### src/rtl/pipeline_hazard_unit_pkg.sv
// Shared constants and types for the ID-stage hazard unit:
// register width, forward-select encoding, mult/div FSM states.
package pipeline_hazard_unit_pkg;
  localparam int REG_ADDR_W   = 5;
  localparam int FWD_SEL_NONE = 0;

  typedef enum logic [1:0] {
    MD_IDLE = 2'd0,
    MD_BUSY = 2'd1,
    MD_DONE = 2'd2
  } md_state_e;
endpackage

### src/rtl/pipeline_hazard_unit_if.sv
// ID-side hazard bundle: operand/producer info in,
// forward selects, stall and mult/div status out.
interface pipeline_hazard_unit_if #(
  parameter int REG_ADDR_W = 5,
  parameter int NUM_SRC    = 2,
  parameter int FWD_STAGES = 3,
  parameter int SEL_W      = $clog2(FWD_STAGES+1)
);
  logic                             id_valid;
  logic [NUM_SRC*REG_ADDR_W-1:0]    id_src_addr;
  logic [NUM_SRC-1:0]               id_src_used;
  logic                             id_is_md;
  logic                             id_reads_hilo;
  logic [FWD_STAGES-1:0]            stg_reg_write;
  logic [FWD_STAGES*REG_ADDR_W-1:0] stg_dst_addr;
  logic [FWD_STAGES-1:0]            stg_data_ready;
  logic [NUM_SRC*SEL_W-1:0]         fwd_sel;
  logic                             stall;
  logic                             md_start;
  logic                             md_busy;
  logic                             md_done;
  logic [15:0]                      stall_count;

  modport master (
    output id_valid, id_src_addr, id_src_used,
    output id_is_md, id_reads_hilo,
    output stg_reg_write, stg_dst_addr, stg_data_ready,
    input  fwd_sel, stall, md_start, md_busy,
    input  md_done, stall_count
  );

  modport slave (
    input  id_valid, id_src_addr, id_src_used,
    input  id_is_md, id_reads_hilo,
    input  stg_reg_write, stg_dst_addr, stg_data_ready,
    output fwd_sel, stall, md_start, md_busy,
    output md_done, stall_count
  );
endinterface

### src/rtl/pipeline_hazard_unit_fwd_operand_match.sv
// Per-operand forward match: youngest producing stage wins,
// and flags when that stage's result is not yet available.
module fwd_operand_match
  import pipeline_hazard_unit_pkg::*;
#(
  parameter int REG_ADDR_W = 5,
  parameter int FWD_STAGES = 3,
  parameter int SEL_W      = $clog2(FWD_STAGES+1)
) (
  input  logic [REG_ADDR_W-1:0]            src_addr,
  input  logic                             src_used,
  input  logic [FWD_STAGES-1:0]            stg_reg_write,
  input  logic [FWD_STAGES*REG_ADDR_W-1:0] stg_dst_addr,
  input  logic [FWD_STAGES-1:0]            stg_data_ready,
  output logic [SEL_W-1:0]                 sel,
  output logic                             not_ready
);
  logic                  found;
  logic [REG_ADDR_W-1:0] dst;

  always_comb begin
    sel       = SEL_W'(FWD_SEL_NONE);
    not_ready = 1'b0;
    found     = 1'b0;
    dst       = '0;
    for (int k = 0; k < FWD_STAGES; k++) begin
      dst = stg_dst_addr[k*REG_ADDR_W +: REG_ADDR_W];
      if (!found && src_used && stg_reg_write[k] &&
          dst != '0 && dst == src_addr) begin
        sel       = SEL_W'(k + 1);
        not_ready = !stg_data_ready[k];
        found     = 1'b1;
      end
    end
  end
endmodule

### src/rtl/pipeline_hazard_unit.sv
// ID-stage hazard unit: operand forwarding, load-use stall,
// mult/div busy tracking and a saturating stall counter.
module pipeline_hazard_unit
  import pipeline_hazard_unit_pkg::*;
#(
  parameter int REG_ADDR_W = pipeline_hazard_unit_pkg::REG_ADDR_W,
  parameter int NUM_SRC    = 2,
  parameter int FWD_STAGES = 3,
  parameter int MD_LATENCY = 32,
  parameter int SEL_W      = $clog2(FWD_STAGES+1)
) (
  input  logic clk,
  input  logic rst,
  pipeline_hazard_unit_if.slave hz
);
  localparam int CNT_W = $clog2(MD_LATENCY);

  md_state_e          state_q, state_d;
  logic [CNT_W-1:0]   cnt_q, cnt_d;
  logic [15:0]        sc_q, sc_d;
  logic [NUM_SRC-1:0] nrdy;
  logic               dstall, mstall, start;

  for (genvar i = 0; i < NUM_SRC; i++) begin : g_src
    fwd_operand_match #(
      .REG_ADDR_W (REG_ADDR_W),
      .FWD_STAGES (FWD_STAGES),
      .SEL_W      (SEL_W)
    ) u_match (
      .src_addr       (hz.id_src_addr[i*REG_ADDR_W +: REG_ADDR_W]),
      .src_used       (hz.id_src_used[i]),
      .stg_reg_write  (hz.stg_reg_write),
      .stg_dst_addr   (hz.stg_dst_addr),
      .stg_data_ready (hz.stg_data_ready),
      .sel            (hz.fwd_sel[i*SEL_W +: SEL_W]),
      .not_ready      (nrdy[i])
    );
  end

  assign dstall = hz.id_valid && |nrdy;
  assign start  = hz.id_valid && hz.id_is_md && !dstall &&
                  state_q != MD_BUSY;
  // mfhi/mflo in DONE read the fresh result, so only BUSY blocks
  assign mstall = hz.id_valid &&
                  (hz.id_is_md || hz.id_reads_hilo) &&
                  state_q == MD_BUSY;

  assign hz.stall       = dstall || mstall;
  assign hz.md_start    = start;
  assign hz.md_busy     = state_q == MD_BUSY;
  assign hz.md_done     = state_q == MD_DONE;
  assign hz.stall_count = sc_q;

  always_comb begin
    state_d = state_q;
    cnt_d   = cnt_q;
    unique case (state_q)
      MD_IDLE: begin
        if (start) begin
          state_d = MD_BUSY;
          cnt_d   = CNT_W'(MD_LATENCY - 2);
        end
      end
      MD_BUSY: begin
        if (cnt_q == '0) state_d = MD_DONE;
        else             cnt_d   = cnt_q - 1'b1;
      end
      MD_DONE: begin
        if (start) begin
          state_d = MD_BUSY;
          cnt_d   = CNT_W'(MD_LATENCY - 2);
        end else begin
          state_d = MD_IDLE;
        end
      end
      default: state_d = MD_IDLE;
    endcase
  end

  always_comb begin
    sc_d = sc_q;
    if (hz.stall && sc_q != 16'hFFFF) sc_d = sc_q + 16'd1;
  end

  always_ff @(posedge clk) begin
    if (rst) begin
      state_q <= MD_IDLE;
      cnt_q   <= '0;
      sc_q    <= '0;
    end else begin
      state_q <= state_d;
      cnt_q   <= cnt_d;
      sc_q    <= sc_d;
    end
  end
endmodule

### src/flat_wrapper.sv
// flat-port wrapper written by rule: the top's interface ports become plain ports
module pipeline_hazard_unit_flat import pipeline_hazard_unit_pkg::*;
#(
  parameter int REG_ADDR_W = pipeline_hazard_unit_pkg::REG_ADDR_W,
  parameter int NUM_SRC    = 2,
  parameter int FWD_STAGES = 3,
  parameter int MD_LATENCY = 32,
  parameter int SEL_W      = $clog2(FWD_STAGES+1)
)
  (clk, rst, hz_id_valid, hz_id_src_addr, hz_id_src_used, hz_id_is_md, hz_id_reads_hilo, hz_stg_reg_write, hz_stg_dst_addr, hz_stg_data_ready, hz_fwd_sel, hz_stall, hz_md_start, hz_md_busy, hz_md_done, hz_stall_count);
  pipeline_hazard_unit_if #(.REG_ADDR_W(REG_ADDR_W), .NUM_SRC(NUM_SRC), .FWD_STAGES(FWD_STAGES), .SEL_W(SEL_W)) hz_i ();
  input  logic clk;
  input  logic rst;
  input wire logic [$bits(hz_i.id_valid)-1:0] hz_id_valid;
  input wire logic [$bits(hz_i.id_src_addr)-1:0] hz_id_src_addr;
  input wire logic [$bits(hz_i.id_src_used)-1:0] hz_id_src_used;
  input wire logic [$bits(hz_i.id_is_md)-1:0] hz_id_is_md;
  input wire logic [$bits(hz_i.id_reads_hilo)-1:0] hz_id_reads_hilo;
  input wire logic [$bits(hz_i.stg_reg_write)-1:0] hz_stg_reg_write;
  input wire logic [$bits(hz_i.stg_dst_addr)-1:0] hz_stg_dst_addr;
  input wire logic [$bits(hz_i.stg_data_ready)-1:0] hz_stg_data_ready;
  output wire logic [$bits(hz_i.fwd_sel)-1:0] hz_fwd_sel;
  output wire logic [$bits(hz_i.stall)-1:0] hz_stall;
  output wire logic [$bits(hz_i.md_start)-1:0] hz_md_start;
  output wire logic [$bits(hz_i.md_busy)-1:0] hz_md_busy;
  output wire logic [$bits(hz_i.md_done)-1:0] hz_md_done;
  output wire logic [$bits(hz_i.stall_count)-1:0] hz_stall_count;
  assign hz_i.id_valid = hz_id_valid;
  assign hz_i.id_src_addr = hz_id_src_addr;
  assign hz_i.id_src_used = hz_id_src_used;
  assign hz_i.id_is_md = hz_id_is_md;
  assign hz_i.id_reads_hilo = hz_id_reads_hilo;
  assign hz_i.stg_reg_write = hz_stg_reg_write;
  assign hz_i.stg_dst_addr = hz_stg_dst_addr;
  assign hz_i.stg_data_ready = hz_stg_data_ready;
  assign hz_fwd_sel = hz_i.fwd_sel;
  assign hz_stall = hz_i.stall;
  assign hz_md_start = hz_i.md_start;
  assign hz_md_busy = hz_i.md_busy;
  assign hz_md_done = hz_i.md_done;
  assign hz_stall_count = hz_i.stall_count;
  pipeline_hazard_unit #(.REG_ADDR_W(REG_ADDR_W), .NUM_SRC(NUM_SRC), .FWD_STAGES(FWD_STAGES), .MD_LATENCY(MD_LATENCY), .SEL_W(SEL_W)) u_core (.clk(clk), .rst(rst), .hz(hz_i));
endmodule
### config.mk
export PLATFORM = sky130hd
export DESIGN_NAME = pipeline_hazard_unit_flat
export DESIGN_NICKNAME = d
export VERILOG_FILES = /design/src/rtl/pipeline_hazard_unit_pkg.sv /design/src/rtl/pipeline_hazard_unit_if.sv /design/src/rtl/pipeline_hazard_unit_fwd_operand_match.sv /design/src/rtl/pipeline_hazard_unit.sv /design/src/flat_wrapper.sv
export SDC_FILE = /design/constraint.sdc
export NUM_CORES = 1
export LEC_CHECK = 0
export CAP_MARGIN = 20
export CORE_AREA = 5 5 98 73
export CTS_BUF_LIST = sky130_fd_sc_hd__clkbuf_4 sky130_fd_sc_hd__clkbuf_8 sky130_fd_sc_hd__clkbuf_16
export DETAILED_ROUTE_END_ITERATION = 8
export DIE_AREA = 0 0 103 78
export PLACE_DENSITY = 0.57
export SETUP_SLACK_MARGIN = 0.02
export SYNTH_ARGS = -nofsm -noshare
export SYNTH_HDL_FRONTEND = slang
export SYNTH_SLANG_ARGS = --single-unit
export TNS_END_PERCENT = 1
### constraint.sdc
create_clock -name clk -period 2.7 [get_ports clk]
set_clock_uncertainty 0.15 [all_clocks]
set_input_delay 0.54 -clock clk [delete_from_list [all_inputs] [get_ports clk]]
set_output_delay 0.54 -clock clk [all_outputs]
set_load 0.05 [all_outputs]
==> reports/metrics.csv <==
metric,value,unit
numPortBuffers,61,
die_w,103,µm
cts_buffer_depth,2,
criticalPathCategory,input port to primary output,
overflow,0,
fin_crit,3040,ps
cts.clk_slew.worst_paths,80,ps
max-cap-violations,0,
cpMostUsedCell,buf_12,
peakVddDrop,0.158,mV
numCtsBuffers,3,
wirelength,5.86,mm
status,"finished, violations left",
dieArea,8030,µm²
initial_core_util,28.9,%
synth_cell_types,53,
fin_nets,366,
htreeDepth,1,
crit_family,buffers and inverters,
drc,0,
die_height,78,µm
synthesis.area,1760,µm²
crit_slowest_cell,nor4_2,
routabilityCongestion,0.856,
synthCells,212,
drtIter0Drc,93,
async_reset_ff_share,0,%
worstPathCellList,dlygate4sd2_1 > xor2_1 > nor4_2 > nand4_1 > a21o_2 > buf_12 > a21oi_4 > buf_12,
power,923,µW
vias_per_cell,4.93,
final_area,3230,µm²
num-fill-cells,554,
worst_pin_slew,515,ps
area_delta_synth_final,84.0,%
cp_num_buf_inv,3,
arrival,2350,ps
worst_slack,-338,ps
synth-edff-count,0,
cts_tree,done,
drv_slew,0,
power_density,286,nW/µm²
power_leakage,1.37,nW
grt_pass1_vias,1965,
synth_area_leader_cell,dfxtp_1,
rows,24,
root_buffer,clkbuf_8,
ys_seq_area_share,26.2,%
final_antenna_net_count,0,
reg2reg_slack,250,ps
final_cell_mix,"buf_4, clkdlybuf4s50_1, dfxtp_1, buf_6, nor2_1",
crit_path_max_incr_delay,390,ps
cp_max_fo,3,
required,2010,ps
antennaDiodeCount,0,
pre_cts_ws,-811,ps
fp.coreArea,6070,µm²
synthFlopType,dfxtp_1,
drive_above_1_share,42.3,%
grt_pass1_wl,9.33,mm
synth_warnings,0,
antenna_found_initial,0,
grt_max_degree,18,
violations,setup timing,
cts_hold_buf,0,
clk_latency,260,ps
fmax,329,MHz
via_count,1981,
cp-end-kind,primary output,
hold_viol,0,
wl_per_cell,14.6,µm
ys_ff_latch,23,
placed_area,2870,µm²
syn-num-nets,253,
top_level_ports,62,
cts_sinks,23,
netlist_top_cells_area,"dfxtp_1, xnor2_1, xor2_1",
start_kind,input port,
synth_top_area_share,26.2,%
finalSetupViolCount,19,
finalCritPeriodShare,113,%
dr.pass1.iters,4,
max-slew-margin-rel,65.6,%
hold_class,flop to flop,
dpl.hpwl,4.45,mm
synth.avg_cell_area,8.28,µm²
grt_usage,14.2,%
rsz0062_at_grt,yes,
layout_commonest_cell,buf_4,
==> final cells by class <==
type                            instances  area (µm²)  share of cell area (%)
Multi-Input combinational cell        175        1500                    46.5
Tap cell                               78        97.6                    3.02
Clock buffer                            4        48.8                    1.51
Inverter                                8        30.0                   0.930
Timing Repair Buffer                  114        1090                    33.8
Sequential cell                        23         460                    14.3
==> logic make-up (layout without fill, tap and decap cells) <==
family                   after synthesis  in the layout  synth area share [%]
flip-flops                            23             23                  26.2
adder cells (fa/ha/maj)                3              3                  2.14
buffers and inverters                 14            126                  3.78
XOR/XNOR                              35             35                  17.5
AND/OR/NAND/NOR                       98             98                  31.8
multiplexers                           8              8                  5.27
AO/OA/AOI/OAI                         31             31                  13.3
==> path summary, 6_finish.rpt <==
kind / start / end / depth (start not counted)
min reg2reg: u_core.state_q[0]$_SDFFE_PP0P_ / u_core.cnt_q[1]$_SDFFE_PP0P_ / 1
max reg2reg: u_core.hz.stall_count[6]$_SDFFE_PP0P_ / u_core.hz.stall_count[5]$_SDFFE_PP0P_ / 10
min: u_core.state_q[0]$_SDFFE_PP0P_ / u_core.cnt_q[1]$_SDFFE_PP0P_ / 1
max: hz_stg_dst_addr[14] / hz_stall / 8
==> Yosys cell counts (2+ instances only) <==
master / number
ha_1: 3
nor3_1: 4
clkbuf_1: 4
xor2_1: 11
nor2b_1: 8
a211oi_1: 2
and2_1: 2
xnor2_1: 24
nand3_1: 6
and3_1: 8
nand2b_1: 2
a311oi_1: 4
a41o_1: 2
a31o_1: 2
or4_1: 3
nand4_1: 14
or3_1: 2
inv_1: 8
a31o_2: 2
nand2_1: 10
a21oi_1: 10
dfxtp_1: 23
nor3b_1: 2
mux2_1: 5
nor2_1: 20
nor4_1: 4
==> flip-flops by register name, indices dropped and copies added, names as in the netlist <==
name                   cells
u_core.state_q             2
u_core.hz.stall_count     16
u_core.cnt_q               5
==> metrics by stage <==
| stage | util, % | setup TNS, ps | instances | hold WS (ps) |
|---|---|---|---|---|
| global route | 53.3 | -4030 | 402 | 380 |
| finish | 53.3 | -2680 | 402 | 367 |
| detailed placement | 47.3 | -14790 | 390 | 353 |
| floorplan | - | -632 | 212 | 308 |
| global placement | 47.3 | -14620 | 390 | 354 |
| CTS | 50.4 | -2200 | 399 | 365 |
==> metal layers <==
| layer | global-route usage (%) | up-vias | share of wire, % |
|---|---|---|---|
| li1 | - | 989 | - |
| met2 | 23.2 | 49 | 47 |
| met4 | 1.68 | 0 | 0.56 |
| met1 | 19.6 | 939 | 46 |
| met5 | 0 | - | 0 |
| met3 | 3.49 | 4 | 6.0 |
==> worst reg2reg max path, stage by stage, from the launching register on <==
cell and delay [ps]:
dfxtp_1 410, and3_1 240, and3_1 260, nand3_1 120, or3_1 400, nand2_1 120
a21oi_4 50, buf_12 140, buf_4 130, a311oi_1 260, a41o_1 120
==> repair_timing <==
| action | 4_1_cts | 5_1_grt |
|---|---|---|
| pin swaps | 34 | 32 |
| resized for setup | 124 | 53 |
| setup buffers | 6 | 4 |
| endpoints found under the setup margin | 28 | 22 |
| endpoints found under the hold margin | 0 | 0 |
==> power by group <==
group,total (mW),leakage [nW],internal (mW),switching [mW]
combinational,0.337,1.15,0.181,0.156
sequential,0.360,0.186,0.351,0.00951
clock,0.226,0.0262,0.115,0.110
Note: power is estimated with default switching activity, not from simulation.
